## config.mk

```make
export PLATFORM = sky130hd
export DESIGN_NAME = seg_scan_decoder
export DESIGN_NICKNAME = d
export VERILOG_FILES = /design/src/rtl/seg_scan_decoder.sv
export SDC_FILE = /design/constraint.sdc
export NUM_CORES = 1
export LEC_CHECK = 0
export ABC_AREA = 1
export CAP_MARGIN = 20
export CORE_ASPECT_RATIO = 1.2
export CORE_MARGIN = 10
export CORE_UTILIZATION = 40
export DETAILED_ROUTE_END_ITERATION = 7
export GPL_ROUTABILITY_DRIVEN = 0
export HOLD_SLACK_MARGIN = 0.05
export PLACE_DENSITY_LB_ADDON = 0.3
export SYNTH_ARGS = -nofsm -noshare
export SYNTH_HDL_FRONTEND = slang
export SYNTH_SLANG_ARGS = --single-unit
```

## constraint.sdc

```tcl
create_clock -name sclk -period 6.1 [get_ports sclk]
set_clock_uncertainty 0.2 [all_clocks]
set_input_delay 1.525 -clock sclk [delete_from_list [all_inputs] [get_ports sclk]]
set_output_delay 1.525 -clock sclk [all_outputs]
set_load 0.01 [all_outputs]
```

## src/rtl/seg_scan_decoder.sv

```systemverilog
// seg_scan_decoder: rebuilds the eight-digit display word from a scanned seven-segment bus.
// Define SEG_SCAN_DECODER_DP_EN to track decimal points; otherwise dp_out is tied low.
module seg_scan_decoder #(
    parameter int unsigned STABLE_CYCLES = 16,
    parameter logic [23:0] TIMEOUT_MAX   = 24'd1_000_000
) (
    input  logic        sclk,
    input  logic        rst,
    input  logic [7:0]  sel,
    input  logic [7:0]  seg,
    output logic [31:0] disp_out,
    output logic [7:0]  dp_out,
    output logic        frame_done,
    output logic        frame_valid,
    output logic        code_err,
    output logic        sel_err
);
    localparam int unsigned       STAB_W    = 8;
    localparam logic [STAB_W-1:0] STAB_LAST = STAB_W'(STABLE_CYCLES - 1);
`ifdef SEG_SCAN_DECODER_DP_EN
    localparam int unsigned SEG_W = 8;
`else
    localparam int unsigned SEG_W = 7;
`endif
    localparam int unsigned WORD_W = 8 + SEG_W;

    typedef enum logic {SETTLE, HOLD} state_t;

    logic [SEG_W-1:0]  seg_in;
    logic [WORD_W-1:0] sync1, sync2, prev;
    state_t            state;
    logic [STAB_W-1:0] stab_cnt;
    logic              cap_vld;
    logic [7:0]        cap_sel;
    logic [SEG_W-1:0]  cap_seg;
    logic [7:0]        seen, seen_nxt;
    logic [23:0]       tmo_cnt, tmo_nxt;
    logic [2:0]        sel_idx;
    logic              sel_blank, sel_ok, dec_hit, digit_wr;
    logic [3:0]        dec_code;

`ifdef SEG_SCAN_DECODER_DP_EN
    assign seg_in = seg;
`else
    logic unused_dp;
    assign seg_in    = seg[6:0];
    assign unused_dp = seg[7];
    assign dp_out    = '0;
`endif

    // Segment pattern to display code; MSB flags a table hit.
    function automatic logic [4:0] decode(input logic [6:0] p);
        case (p)
            7'h40:   decode = {1'b1, 4'd0};
            7'h79:   decode = {1'b1, 4'd1};
            7'h24:   decode = {1'b1, 4'd2};
            7'h30:   decode = {1'b1, 4'd3};
            7'h19:   decode = {1'b1, 4'd4};
            7'h12:   decode = {1'b1, 4'd5};
            7'h02:   decode = {1'b1, 4'd6};
            7'h78:   decode = {1'b1, 4'd7};
            7'h00:   decode = {1'b1, 4'd8};
            7'h10:   decode = {1'b1, 4'd9};
            7'h7F:   decode = {1'b1, 4'd10};
            7'h3F:   decode = {1'b1, 4'd11};
            7'h46:   decode = {1'b1, 4'd12};
            7'h09:   decode = {1'b1, 4'd13};
            7'h47:   decode = {1'b1, 4'd14};
            7'h0C:   decode = {1'b1, 4'd15};
            default: decode = 5'd0;
        endcase
    endfunction

    // Synchronizer, settle counter and slot capture.
    always_ff @(posedge sclk or posedge rst) begin
        if (rst) begin
            sync1    <= '1;
            sync2    <= '1;
            prev     <= '1;
            state    <= SETTLE;
            stab_cnt <= '0;
            cap_vld  <= 1'b0;
            cap_sel  <= 8'hFF;
            cap_seg  <= '1;
        end else begin
            sync1   <= {sel, seg_in};
            sync2   <= sync1;
            prev    <= sync2;
            cap_vld <= 1'b0;
            case (state)
                SETTLE: begin
                    if (sync2 != prev) begin
                        stab_cnt <= '0;
                    end else if (stab_cnt == STAB_LAST) begin
                        cap_vld <= 1'b1;
                        cap_sel <= sync2[WORD_W-1:SEG_W];
                        cap_seg <= sync2[SEG_W-1:0];
                        state   <= HOLD;
                    end else begin
                        stab_cnt <= stab_cnt + STAB_W'(1);
                    end
                end
                HOLD: begin
                    if (sync2 != prev) begin
                        stab_cnt <= '0;
                        state    <= SETTLE;
                    end
                end
                default: state <= SETTLE;
            endcase
        end
    end

    always_comb begin
        sel_idx = '0;
        for (int i = 0; i < 8; i++) begin
            if (!cap_sel[i]) sel_idx = 3'(i);
        end
        sel_blank             = (cap_sel == 8'hFF);
        sel_ok                = $onehot(~cap_sel);
        {dec_hit, dec_code}   = decode(cap_seg[6:0]);
        digit_wr              = cap_vld && sel_ok && dec_hit;
        seen_nxt              = (seen == 8'hFF) ? 8'h00 : seen;
        if (digit_wr) seen_nxt[sel_idx] = 1'b1;
        tmo_nxt = (tmo_cnt == TIMEOUT_MAX) ? tmo_cnt : tmo_cnt + 24'd1;
    end

    // Digit store, frame tracking and timeout; a frame completion beats expiry.
    always_ff @(posedge sclk or posedge rst) begin
        if (rst) begin
            disp_out    <= 32'hAAAA_AAAA;
            frame_done  <= 1'b0;
            frame_valid <= 1'b0;
            code_err    <= 1'b0;
            sel_err     <= 1'b0;
            seen        <= '0;
            tmo_cnt     <= '0;
`ifdef SEG_SCAN_DECODER_DP_EN
            dp_out      <= '0;
`endif
        end else begin
            code_err   <= cap_vld && sel_ok && !dec_hit;
            sel_err    <= cap_vld && !sel_ok && !sel_blank;
            seen       <= seen_nxt;
            frame_done <= (seen == 8'hFF);
            if (digit_wr) begin
                disp_out[{sel_idx, 2'b00} +: 4] <= dec_code;
`ifdef SEG_SCAN_DECODER_DP_EN
                dp_out[sel_idx] <= ~cap_seg[7];
`endif
            end
            if (seen == 8'hFF) begin
                tmo_cnt     <= '0;
                frame_valid <= 1'b1;
            end else begin
                tmo_cnt <= tmo_nxt;
                if (tmo_nxt == TIMEOUT_MAX) frame_valid <= 1'b0;
            end
        end
    end
endmodule
```

==> reports/summary.txt <==
========================================================================================================
Area inside the core boundary                                                                16900 sq um
Post-layout nets                                                                                     925
Clk_lat worst skew                                                                                420 ps
Flip-flop and latch count after synthesis                                                            138
Crit path largest cell delay                                                                      570 ps
Actual transition at the worst max-transition pin                                                 914 ps
FF-to-FF Start                                                                                cap_sel[3]
Critical Path RT                                                                                 6210 ps
Number of cell rows                                                                                   52
Crit path setup slack, layout                                                                    1510 ps
Via count of the first global-routing pass                                                          5364
Worst Hold Slack                                                                                  148 ps
Worst-case setup slack after placement                                                           1530 ps
Sequential share of the synthesized area                                                           51.7%
Num Clock Sinks                                                                                      138
Share of the cycle needed by the critical path after routing                                       75.2%
Synthesis-to-layout area growth                                                                    18.7%
Final Slew Violations                                                                                  0
Worst path buffer plus inverter count                                                                  3
Number of routed nets with antenna violations                                                          0
Total chip power                                                                               0.00198 W
Most numerous cell on the critical path                                                          nand2_1
Grt total ovfl                                                                                         0
Width of the chip                                                                                 140 um
Setup repair bufs after CTS                                                                            0
Arrival time at the worst endpoint                                                               4700 ps
DRC Markers                                                                                            0
Reg2Reg Setup Slack                                                                              1510 ps
Critical path's top delay family                                                             adder cells
Outcome                                                                                     complete, no violations
Number of search-and-repair iterations in the first detailed-routing pass                              4
Type of element launching the critical path                                                    flip-flop
Crit path capture type                                                                         flip-flop
Top fanout value on the critical path                                                                 13
Starting utilization of the core area                                                              40.7%
Fillers                                                                                             1618
Max-slew headroom at the worst pin                                                                 39.1%
Commonest non-fill, non-tap cells in the layout                                             nand2_1 (239), nor2_1 (145), dfstp_2 (76)
Total I/O pin count                                                                                   62
Unrepaired setup endpoints after global routing                                                    false
Post-cts repair resize count                                                                           0
Highest ir drop seen on vdd                                                                     0.190 mV
Class of the tightest hold or removal check                                                 flip-flop to flip-flop
Die ar.                                                                                      22800 sq um
Buffer type at the clock tree root                                                             clkbuf_16
Max H-tree Level                                                                                       4
Leakage power of the design                                                                      3.63 nW
Hold Crit Start                                                                                sync1[14]
Number of vias after detailed routing                                                               5344
Crit path capture                                                                            disp_out[8]
Number of buffers added by the clock tree synthesis step                                              17
Average footprint of a synthesized cell                                                       8.22 sq um
Max-capacitance violation count                                                                        0
All-layer global routing usage                                                                     13.0%
Ratio of cells with drive above 1 in the final layout                                              16.0%
Vertical die dimension                                                                            164 um
DR WL/cell                                                                                       12.7 um
Final critical-path required period                                                              4590 ps
Critical Path Source                                                                          cap_sel[3]
Number of antenna cells inserted                                                                       0
Cell count of the worst reg-to-reg path                                                               19
Initial antenna violation count                                                                        0
Final core utilization                                                                             48.4%
HPWL reported at the end of detailed placement                                                   10.5 mm
Final setup fails                                                                                      0
Global-route wire length before repair                                                           24.9 mm
Terminus of the critical flop-to-flop path                                                   disp_out[8]
Drt total wl                                                                                     14.3 mm
Crit Path Category                                                                          flip-flop to flip-flop
Number of port buffers                                                                                52
Post-detailed-route via-to-cell ratio                                                               4.76
Ordered cell list for the critical path                                                     fa_1 -> inv_1 -> fa_1 -> fa_1 -> ha_1 -> inv_1 -> fa_1 -> inv_1 -> nand2_1 -> nor2_1 -> nand2_1 -> o21ai_0 -> nand3_1 -> nor2_1 -> nand2_4 -> nor2_2 -> nand2_1 -> nand2_1 -> nand2_1
Number of cells produced by synthesis                                                                835
Power per Cell Area                                                                          243 nW/um^2
Unique cell type count in the Yosys netlist                                                           38
Post-synthesis instance area                                                                  6870 sq um
DRC violation total after the first TritonRoute iteration                                            424
Critical path depth in cells                                                                          19
Achievable frequency                                                                           0.218 GHz
Number of hold buffers added after CTS                                                                 0
Number of buffers on the longest clock path                                                            2
Post-CTS clock slew at the launch and capture registers of the worst setup and hold paths          60 ps
Clock tree from TritonCTS                                                                           done
Setup total negative slack                                                                          0 ps
Number of warnings reported in the yosys synthesis log                                                 0
Most frequent standard cell in the layout excluding fill and tap cells                           nand2_1
Hold Violations, Final                                                                                 0
Maximum number of pins on one net before global-route repair                                         109
Cell with the largest stage delay on the worst path                                              dfstp_2
========================================================================================================
==> per-layer routing <==
layer	global-route usage, %	share of wire [%]	vias up
met5	0	0	-
met4	5.87	1.9	0
met3	3.14	4.3	23
met2	21.8	49	101
met1	15.5	44	2474
li1	-	-	2746
==> logic make-up after synthesis <==
kind of cell / count (synthesis) / synth area share [%]
AND/OR/NAND/NOR: 498 / 31.5
flip-flops: 138 / 51.7
buffers and inverters: 103 / 6.56
AO/OA/AOI/OAI: 58 / 4.37
XOR/XNOR: 24 / 3.06
adder cells (fa/ha/maj): 13 / 2.81
other: 1 / 0.0546
==> cell usage after synthesis <==
cell | number | area share, %
inv_2 | 6 | 0.33
nor2_8 | 1 | 0.29
xor2_1 | 19 | 2.4
dfrtp_1 | 62 | 23
fa_1 | 4 | 1.2
nor3_4 | 2 | 0.47
nor2_2 | 6 | 0.55
o21bai_1 | 1 | 0.11
buf_6 | 1 | 0.16
o21ai_1 | 3 | 0.22
xnor2_1 | 5 | 0.64
nand3b_1 | 2 | 0.22
dfstp_2 | 76 | 29
nand2_4 | 1 | 0.16
nand4_1 | 16 | 1.5
nor2_1 | 145 | 7.9
buf_4 | 8 | 0.87
conb_1 | 1 | 0.055
inv_1 | 73 | 4.0
nor3_2 | 6 | 0.87
nand2_1 | 239 | 13
buf_12 | 1 | 0.29
nor4_1 | 4 | 0.36
o21ai_0 | 19 | 1.4
buf_2 | 4 | 0.29
a31oi_1 | 1 | 0.091
ha_1 | 9 | 1.6
nand3b_4 | 1 | 0.29
o22ai_1 | 1 | 0.091
clkinv_4 | 1 | 0.13
nor2_4 | 2 | 0.33
nand2_2 | 8 | 0.73
a21oi_1 | 31 | 2.3
nor3_1 | 10 | 0.73
o31ai_1 | 2 | 0.22
clkinv_1 | 2 | 0.11
clkbuf_1 | 7 | 0.38
nand3_1 | 55 | 4.0
==> flip-flops by register name, indices dropped and copies added (netlist names) <==
signal,count
seen,8
sync1,15
cap_sel,8
sync2,15
state,1
cap_seg,7
frame_valid,1
frame_done,1
cap_vld,1
prev,15
code_err,1
tmo_cnt,24
sel_err,1
stab_cnt,8
disp_out,32
==> per-stage QoR <==
stage	cells	instance area, sq um
3_3_place_gp	1091	7570
4_1_cts	1123	8150
5_1_grt	1123	8150
2_1_floorplan	842	6890
3_5_place_dp	1091	7570
6_report	1123	8150
==> report_power, final <==
group | internal [W] | total, W | switching, W | leakage [nW]
clock | 0.000579 | 0.000991 | 0.000413 | 0.277
combinational | 0.0000152 | 0.0000398 | 0.0000247 | 1.71
sequential | 0.000944 | 0.000953 | 0.00000867 | 1.64
total | 0.00154 | 0.00198 | 0.000446 | 3.63
==> cell type report <==
cell class,count,area [sq um],share of cell area (%)
clock buffers,20,479,5.88
clock inverters,12,101,1.24
inverters,82,318,3.90
multi-input cells,601,2900,35.6
flip-flops and latches,138,3550,43.5
well taps,216,270,3.31
repair buffers,54,536,6.57
==> worst register-to-register path, delay by kind of cell (launching register included) <==
family                   cells  cell delay (ps)
buffers and inverters        3              220
AO/OA/AOI/OAI                1               60
flip-flops                   1              570
adder cells (fa/ha/maj)      5             1870
AND/OR/NAND/NOR             10             1560
==> worst min-delay path by stage <==
| stage | endpoint | depth (start not counted) |
|---|---|---|
| final | sync2[14] | 0 |
| after global routing | sync2[14] | 0 |
| after CTS | sync2[14] | 0 |
| after detailed placement | sync2[0] | 0 |
| after global placement | sync2[6] | 0 |
| after floorplan | sync2[0] | 0 |
Note: power is estimated with default switching activity, not from simulation.
